<file path="src/rtl/rf_writeback.sv">
// Write-side front end for the 8-bit register file: in-order FIFO of ALU/load
// writebacks, registered write port, overflow flag owner and pending-write mask.
module rf_writeback #(
  parameter int DEPTH = 4
) (
  input  logic       clk,
  input  logic       reset,
  input  logic       alu_valid,
  input  logic [4:0] alu_dst,
  input  logic [7:0] alu_data,
  input  logic       alu_ovf,
  input  logic       mem_valid,
  input  logic [4:0] mem_dst,
  input  logic [7:0] mem_data,
  output logic       wb_ready,
  output logic       we,
  output logic [4:0] ptr_w,
  output logic [7:0] di,
  output logic       r_overflow,
  output logic [7:0] pend,
  output logic       empty,
  output logic       wb_err
);

  localparam int PW = $clog2(DEPTH);
  localparam int CW = PW + 1;
  localparam logic [CW-1:0] DEPTH_C = CW'(DEPTH);

  typedef struct packed {
    logic [4:0] dst;
    logic [7:0] data;
    logic       ovf_valid;
    logic       ovf;
    logic       wr;
  } wb_entry_t;

  wb_entry_t     r_mem [DEPTH];
  logic [PW-1:0] r_rd_ptr;
  logic [PW-1:0] r_wr_ptr;
  logic [CW-1:0] r_count;
  logic          r_we;
  logic [4:0]    r_ptr_w;
  logic [7:0]    r_di;
  logic          r_wb_err;

  logic          w_mem_req;
  logic          w_alu_wr;
  logic [CW-1:0] w_free;
  logic          w_mem_push;
  logic          w_alu_push;
  logic          w_drop;
  logic          w_pop;
  logic [PW-1:0] w_alu_slot;
  wb_entry_t     w_head;
  wb_entry_t     w_mem_entry;
  wb_entry_t     w_alu_entry;
  logic [7:0]    w_pend;

  // Loads to r0 or beyond r7 carry no architectural effect, so they never enter.
  assign w_mem_req = mem_valid && (mem_dst != 5'd0) && (mem_dst < 5'd8);
  assign w_alu_wr  = (alu_dst != 5'd0) && (alu_dst < 5'd8);

  // Free space is judged before this edge's pop; the popped slot is not reused.
  assign w_free     = DEPTH_C - r_count;
  assign w_mem_push = w_mem_req && (w_free != '0);
  assign w_alu_push = alu_valid && (w_mem_push ? (w_free >= CW'(2)) : (w_free != '0));
  assign w_drop     = (w_mem_req && !w_mem_push) || (alu_valid && !w_alu_push);
  assign w_pop      = (r_count != '0);
  assign w_alu_slot = r_wr_ptr + PW'(w_mem_push);
  assign w_head     = r_mem[r_rd_ptr];

  assign w_mem_entry = '{dst: mem_dst, data: mem_data, ovf_valid: 1'b0, ovf: 1'b0, wr: 1'b1};
  assign w_alu_entry = '{dst: alu_dst, data: alu_data, ovf_valid: 1'b1, ovf: alu_ovf,
                         wr: w_alu_wr};

  // NOTE: FIFO storage has no reset; occupancy is tracked only by pointers and
  // count, so stale contents are never observed and the array maps to plain RAM.
  always_ff @(posedge clk) begin
    if (w_mem_push) r_mem[r_wr_ptr] <= w_mem_entry;
    if (w_alu_push) r_mem[w_alu_slot] <= w_alu_entry;
  end

  // NOTE: all sequential state uses non-blocking assignments so every register
  // samples pre-edge values regardless of statement order.
  always_ff @(posedge clk) begin
    if (reset) begin
      r_rd_ptr   <= '0;
      r_wr_ptr   <= '0;
      r_count    <= '0;
      r_we       <= 1'b0;
      r_ptr_w    <= '0;
      r_di       <= '0;
      r_overflow <= 1'b0;
      r_wb_err   <= 1'b0;
    end else begin
      if (w_pop) begin
        r_we     <= w_head.wr;
        r_ptr_w  <= w_head.dst;
        r_di     <= w_head.data;
        r_rd_ptr <= r_rd_ptr + PW'(1);
        if (w_head.ovf_valid) r_overflow <= w_head.ovf;
      end else begin
        r_we <= 1'b0;
      end
      r_wr_ptr <= r_wr_ptr + PW'(w_mem_push) + PW'(w_alu_push);
      r_count  <= r_count - CW'(w_pop) + CW'(w_mem_push) + CW'(w_alu_push);
      if (w_drop) r_wb_err <= 1'b1;
    end
  end

  // NOTE: every bit of w_pend is assigned a default first, so no latch is inferred.
  always_comb begin
    w_pend = '0;
    for (int i = 0; i < DEPTH; i++) begin
      if ((CW'(i) < r_count) && r_mem[r_rd_ptr + PW'(i)].wr)
        w_pend[r_mem[r_rd_ptr + PW'(i)].dst[2:0]] = 1'b1;
    end
    if (r_we && (r_ptr_w < 5'd8)) w_pend[r_ptr_w[2:0]] = 1'b1;
    w_pend[0] = 1'b0;
  end

  assign wb_ready = (w_free >= CW'(2));
  assign we       = r_we;
  assign ptr_w    = r_ptr_w;
  assign di       = r_di;
  assign pend     = w_pend;
  assign empty    = (r_count == '0) && !r_we;
  assign wb_err   = r_wb_err;

endmodule

</file>
<file path="config.mk">
export PLATFORM = sky130hd
export DESIGN_NAME = rf_writeback
export DESIGN_NICKNAME = d
export VERILOG_FILES = /design/src/rtl/rf_writeback.sv
export SDC_FILE = /design/constraint.sdc
export NUM_CORES = 1
export LEC_CHECK = 0
export ABC_AREA = 1
export CAP_MARGIN = 20
export CELL_PAD_IN_SITES_DETAIL_PLACEMENT = 1
export CELL_PAD_IN_SITES_GLOBAL_PLACEMENT = 1
export CORE_MARGIN = 2
export CORE_UTILIZATION = 35
export DETAILED_ROUTE_END_ITERATION = 8
export GPL_ROUTABILITY_DRIVEN = 0
export GPL_TIMING_DRIVEN = 0
export PLACE_DENSITY = 0.74
export SYNTH_ARGS = -nofsm -noshare
export SYNTH_HDL_FRONTEND = slang
export SYNTH_SLANG_ARGS = --single-unit
</file>
<file path="constraint.sdc">
create_clock -name clk -period 3.3 [get_ports clk]
set_input_delay 0.33 -clock clk [delete_from_list [all_inputs] [get_ports clk]]
set_output_delay 0.33 -clock clk [all_outputs]
set_load 0.05 [all_outputs]
</file>
==> flow_summary.yaml, run 1 <==
pwr:
  pwr-share-seq_pct: 27.3
  clkPwrFrac_pct: 17.0
  leakage_nw: 3.09
  p_int_mw: 3.17
  power.density_nw_per_um2: 946
  switchingPower_mw: 3.16
  switching_share_pct: 49.9
  combPwrFrac_pct: 55.7
  ir_drop_mv: 0.341
setup_path:
  start_kind: "flop"
  crit_type: "flop to output pin"
  endpoint_kind: "output pin"
  reg2reg_to: "r_count[1]"
  setup.worst_path.end: "pend[3]"
  rr_worst_depth: 12
  rrSetupSlack_ps: 240
  critPathMaxFanout: 10
  cp.arrival_ps: 2740
  timing.rr.start: "r_count[1]"
  critical_path_required_ps: 2970
drt:
  wirelength_um: 18300
  vias: 5276
  drt-pass1-iter-count: 7
  ant_nets: 0
  wl_per_cell_um: 17.3
  drc: 0
  dr.first_iter.drc_count: 291
  via_per_inst: 5.00
floorplan:
  row_count: 46
  start_util_pct: 35.4
  fp.dieArea_sq_um: 16900
  die_h_um: 130
  core-area_sq_um: 15700
  ios: 57
  dieWidth_um: 130
global_route:
  gr-usage-all-layers_pct: 23.0
  grt_pass1_vias: 5565
  antenna_found_initial: 0
  gr-total-overflow: 0
  grt_max_degree: 17
  grt_pass1_wl_um: 29100
timing:
  hold_ws_ps: 480
  relSlewSlack_pct: 62.5
  finalSetupViolations: 0
  tightest_slew_ps: 562
  grt_setup_unrepaired: "no"
  hold_violations: 0
  fin_crit_sh_pct: 93.1
  drv_slew: 0
  fin_worst_skew_ps: 12.5
  max_freq_mhz: 326
  fin_ws_ps: 229
  tns_ps: 0
  fin_crit_ps: 3070
final_layout:
  seq_area_sq_um: 2380
  multi_input_area_sq_um: 2680
  final_core_util_pct: 42.6
  antennaDiodeCount: 0
  syn_to_final_growth_pct: 20.4
  mostFrequentLayoutCell: "nand2_1"
  fin_nets: 877
  layout-drive-gt1-share_pct: 10.8
  nFillCells: 1979
  final_cell_mix: "nand2_1 (277), nor2_1 (132), inv_1 (66), edfxtp_1 (60), clkdlybuf4s50_1 (53)"
cts:
  cts.sinks: 89
  clk_path_buf_depth: 2
  hold_buffers: 0
  cts_tree: "yes"
  clkTransAtPathRegs_ps: 70
  cts-root-buf: "clkbuf_16"
  numCtsBuffers: 9
  htree_num_levels: 3
  clk_latency_ps: 360
job:
  drv_cap: 0
logic_synthesis:
  synth_seq_area_share_pct: 42.8
  syn_inst: 770
  avgSynthCellArea_sq_um: 7.22
  syn-cell-area_sq_um: 5560
  yosysUniqueCellTypes: 39
  synth_top_area_share_pct: 32.4
  synth-warning-count: 0
  ys_ff_latch: 89
  synthTopCellsByArea: "edfxtp_1 (32%), nand2_1 (19%), dfxtp_1 (10%), nor2_1 (8.9%), inv_1 (4.5%)"
  synth_fp_nets: 812
  netlist.top_cell.by_area: "edfxtp_1"
min_path:
  holdCritPathClass: "flop to flop"
place:
  place_hpwl_um: 13700
  pre_cts_ws_ps: -253
  io_buffers: 54
status:
  status: "finished, final reports clean"
==> power groups by stage <==
stage	sequential, mW	combinational [mW]	clock (mW)
finish	1.73	3.53	1.07
global route	1.76	3.89	1.13
CTS	1.73	3.55	1.07
detailed placement	1.75	3.53	0
global placement	1.74	3.39	0
floorplan	1.94	2.19	0
==> timing repair <==
action / in CTS / in global routing
setup buffers: 0 / 0
gates resized for setup: 5 / 2
setup endpoints to repair: 50 / 17
==> metrics by stage <==
step	power, mW	area (sq um)	cells
2_1_floorplan	4.13	5560	770
3_3_place_gp	5.13	6370	1040
3_5_place_dp	5.29	6370	1040
4_1_cts	6.35	6680	1056
5_1_grt	6.78	6690	1056
6_report	6.33	6690	1056
==> registers in the layout, summed over array words and instances (netlist names), named ones only <==
name	flops
r_mem	64
di	8
ptr_w	5
r_count	3
r_rd_ptr	2
r_wr_ptr	2
r_overflow	1
wb_err	1
we	1
==> synthesized netlist by cell type, drive strengths merged <==
master  count
or2         2
o22ai      10
nor3b       2
nand3      36
nand2     288
xor2        2
nor3        6
clkinv      3
clkbuf      7
o21ai      46
edfxtp     60
dfxtp      29
fa          2
o211ai      1
buf        25
nor2      137
conb        1
a21oi      14
inv        78
ha          9
nand4      11
a31oi       1
==> routing by layer <==
layer / track usage, % / vias up / part of all wire (%)
met1: 28.4 / 2561 / 43
met5: 0 / - / 0
li1: - / 2561 / -
met2: 40.7 / 126 / 50
met4: 8.16 / 0 / 2.5
met3: 3.53 / 28 / 4.1
==> how the worst min path moves through the flow <==
stage	endpoint	start	slack (ps)	cells after the start
global placement	r_mem[0][2]	r_mem[0][2]	440	2
detailed placement	r_mem[2][2]	r_mem[2][2]	460	2
finish	wb_err	wb_err	480	2
global route	r_mem[0][2]	r_mem[0][2]	510	2
CTS	r_mem[2][2]	r_mem[2][2]	480	2
floorplan	r_mem[0][2]	r_mem[0][2]	420	2
==> cell type report <==
type / count / area share [%]
multi-input combinational: 568 / 40.1
sequential: 89 / 35.6
timing repair buffer: 54 / 8.06
inverter: 81 / 4.62
tap: 216 / 4.04
clock buffer: 9 / 3.36
buffer: 32 / 3.12
clock inverter: 7 / 1.16
==> cell families (layout without fill, tap and decap cells) <==
| kind of cell | Yosys count | after routing | synth area share [%] |
|---|---|---|---|
| simple gates | 482 | 482 | 37.8 |
| buf+inv | 113 | 183 | 9.31 |
| flops | 89 | 89 | 42.8 |
| compound gates | 72 | 72 | 6.97 |
| fa+ha+maj | 11 | 11 | 2.74 |
| xor+xnor | 2 | 2 | 0.315 |
| other cells | 1 | 1 | 0.0674 |
==> worst max-delay path: stages (launching register included) <==
cell             delay (ps)
dfxtp_1                 340
buf_2                   200
buf_2                   250
nand2_1                  80
nand3_1                 130
nand2_1                 120
a21oi_1                 180
nand2_1                  90
nand2_1                  80
nor2_1                   50
nand2_1                  60
clkdlybuf4s50_1         800
No activity file was read; power rests on OpenSTA's default activity.
==> inputs of run 2 (changes only) <==
--- a/config.mk
+++ b/config.mk
@@ -9,11 +9,10 @@
 export CAP_MARGIN = 20
 export CELL_PAD_IN_SITES_DETAIL_PLACEMENT = 1
 export CELL_PAD_IN_SITES_GLOBAL_PLACEMENT = 1
-export CORE_MARGIN = 2
 export CORE_UTILIZATION = 35
 export DETAILED_ROUTE_END_ITERATION = 8
 export GPL_ROUTABILITY_DRIVEN = 0
-export GPL_TIMING_DRIVEN = 0
+export GPL_TIMING_DRIVEN = 1
 export PLACE_DENSITY = 0.74
 export SYNTH_ARGS = -nofsm -noshare
 export SYNTH_HDL_FRONTEND = slang
==> run 2 against run 1 <==
  * Via count is 1.9% lower
  * Sequential power rose by 3%
  * Sequential share of layout area rose by 0.88 points
  * Critical path type unchanged
  * Highest routed layer unchanged
==> flow_summary.yaml, run 2 (same netlist as run 1, synthesis figures left out) <==
cts:
  ctsResizeCount: 1
  cts_tree: "yes"
  htree_num_levels: 3
  numCtsBuffers: 9
  cts.sinks: 89
  cts_setup_buffers: 0
  clk_path_buf_depth: 2
  cts-root-buf: "clkbuf_16"
  clkTransAtPathRegs_ps: 70
  clk_latency_ps: 340
  hold_buffers: 0
setup_path:
  crit_type: "flop to output pin"
  cp.arrival_ps: 2720
  endpoint_kind: "output pin"
  rrSetupSlack_ps: 400
  critical_path_required_ps: 2970
  critPathMaxFanout: 23
  start_kind: "flop"
timing:
  fin_crit_ps: 3050
  hold_violations: 0
  tns_ps: 0
  tightest_slew_ps: 633
  drv_slew: 0
  relSlewSlack_pct: 57.7
  fin_crit_sh_pct: 92.5
  hold_ws_ps: 472
  fin_worst_skew_ps: 4.95
  finalSetupViolations: 0
  max_freq_mhz: 328
  grt_setup_unrepaired: "no"
place:
  io_buffers: 55
  place_hpwl_um: 13300
  dp_cells: 1019
pwr:
  pwr-share-seq_pct: 29.5
  combPwrFrac_pct: 54.7
  clkPwrFrac_pct: 15.9
  power.density_nw_per_um2: 923
  leakage_nw: 3.04
  ir_drop_mv: 0.487
  switching_share_pct: 49.8
  switchingPower_mw: 3.01
  p_int_mw: 3.03
  power_mw: 6.03
floorplan:
  dieWidth_um: 128
  fp.dieArea_sq_um: 16400
  row_count: 45
  core-area_sq_um: 15400
  start_util_pct: 36.2
  die_h_um: 128
  ios: 57
job:
  drv_cap: 0
drt:
  drc: 0
  ant_nets: 0
  via_per_inst: 5.00
  dr.first_iter.drc_count: 338
  wl_per_cell_um: 16.9
  vias: 5176
  wirelength_um: 17500
  drt-pass1-iter-count: 4
final_layout:
  fin_nets: 861
  antennaDiodeCount: 0
  nFillCells: 1945
  mostFrequentLayoutCell: "nand2_1"
  top_register: "r_mem"
  largest_register_ffs: 64
  final_cell_mix: "nand2_1 (281), nor2_1 (132), inv_1 (66), edfxtp_1 (60), clkdlybuf4s50_1 (48)"
  syn_to_final_growth_pct: 17.5
  final_core_util_pct: 42.5
  layout-drive-gt1-share_pct: 10.3
  finalNonFillerCells: 1035
global_route:
  grt_pass1_wl_um: 28000
  antenna_found_initial: 0
  grt_max_degree: 31
  gr-usage-all-layers_pct: 22.5
  gr-total-overflow: 0
  grt_pass1_vias: 5272
min_path:
  holdCritPathClass: "flop to flop"
status:
  status: "finished, final reports clean"
==> run 2: cell count changes in the layout (fill, tap and decap cells not counted), sizes merged <==
cell and delta:
clkbuf -6, clkinv +1, bufinv -1, dlygate4sd2 -1, clkinvlp -1, buf -3, clkdlybuf4s50 -5
==> run 2: stage by stage <==
stage,area [sq um],setup slack (ps)
6_report,6540,249
5_1_grt,6540,76.3
4_1_cts,6530,167
3_5_place_dp,6260,350
3_3_place_gp,6260,446
2_1_floorplan,5560,620
==> run 2: path summary, 6_finish.rpt <==
check,depth (start not counted),from,to
max,11,r_rd_ptr[0],pend[6]
min reg2reg,2,r_mem[0][2],r_mem[0][2]
max reg2reg,11,r_count[1],r_mem[2][0]
min,2,r_mem[0][2],r_mem[0][2]
==> run 2: power by group through the flow <==
stage | sequential, mW | combinational (mW) | clock [mW]
6_report | 1.78 | 3.30 | 0.958
5_1_grt | 1.82 | 3.65 | 1.00
4_1_cts | 1.78 | 3.32 | 0.972
3_5_place_dp | 1.80 | 3.30 | 0
3_3_place_gp | 1.78 | 3.18 | 0
2_1_floorplan | 1.94 | 2.19 | 0
==> run 2: critical path, cell delays in order (launching register included) <==
cell and delay, ps:
dfxtp_2 560, nand2_1 130, nand2_2 260, nand2_1 120, nand2_2 100, nand2_2 60, nor2_2 100, nand3_1 80
nand2_1 80, inv_1 40, nand2_1 50, clkdlybuf4s50_1 790
==> run 2: cell type report <==
class | count | area (sq um) | area share [%]
Clock inverter | 6 | 41.3 | 0.632
Timing Repair Buffer | 70 | 646 | 9.88
Inverter | 81 | 312 | 4.77
Tap cell | 211 | 264 | 4.04
Sequential cell | 89 | 2380 | 36.5
Multi-Input combinational cell | 568 | 2660 | 40.7
Clock buffer | 10 | 229 | 3.50
==> run 2: routing by layer <==
layer | vias up | track usage [%] | routed length, um
li1 | 2532 | - | -
met5 | - | 0 | 0
met3 | 13 | 2.75 | 908
met2 | 140 | 36.3 | 8020
met4 | 0 | 4.36 | 127
met1 | 2491 | 32.4 | 8440
==> inputs of run 3 (changes only) <==
--- a/config.mk
+++ b/config.mk
@@ -13,6 +13,7 @@
 export DETAILED_ROUTE_END_ITERATION = 8
 export GPL_ROUTABILITY_DRIVEN = 0
 export GPL_TIMING_DRIVEN = 1
+export HOLD_SLACK_MARGIN = 0.05
 export PLACE_DENSITY = 0.74
 export SYNTH_ARGS = -nofsm -noshare
 export SYNTH_HDL_FRONTEND = slang
==> results of run 3 <==
No change in the layout: final DEF, timing and power equal those of run 2.
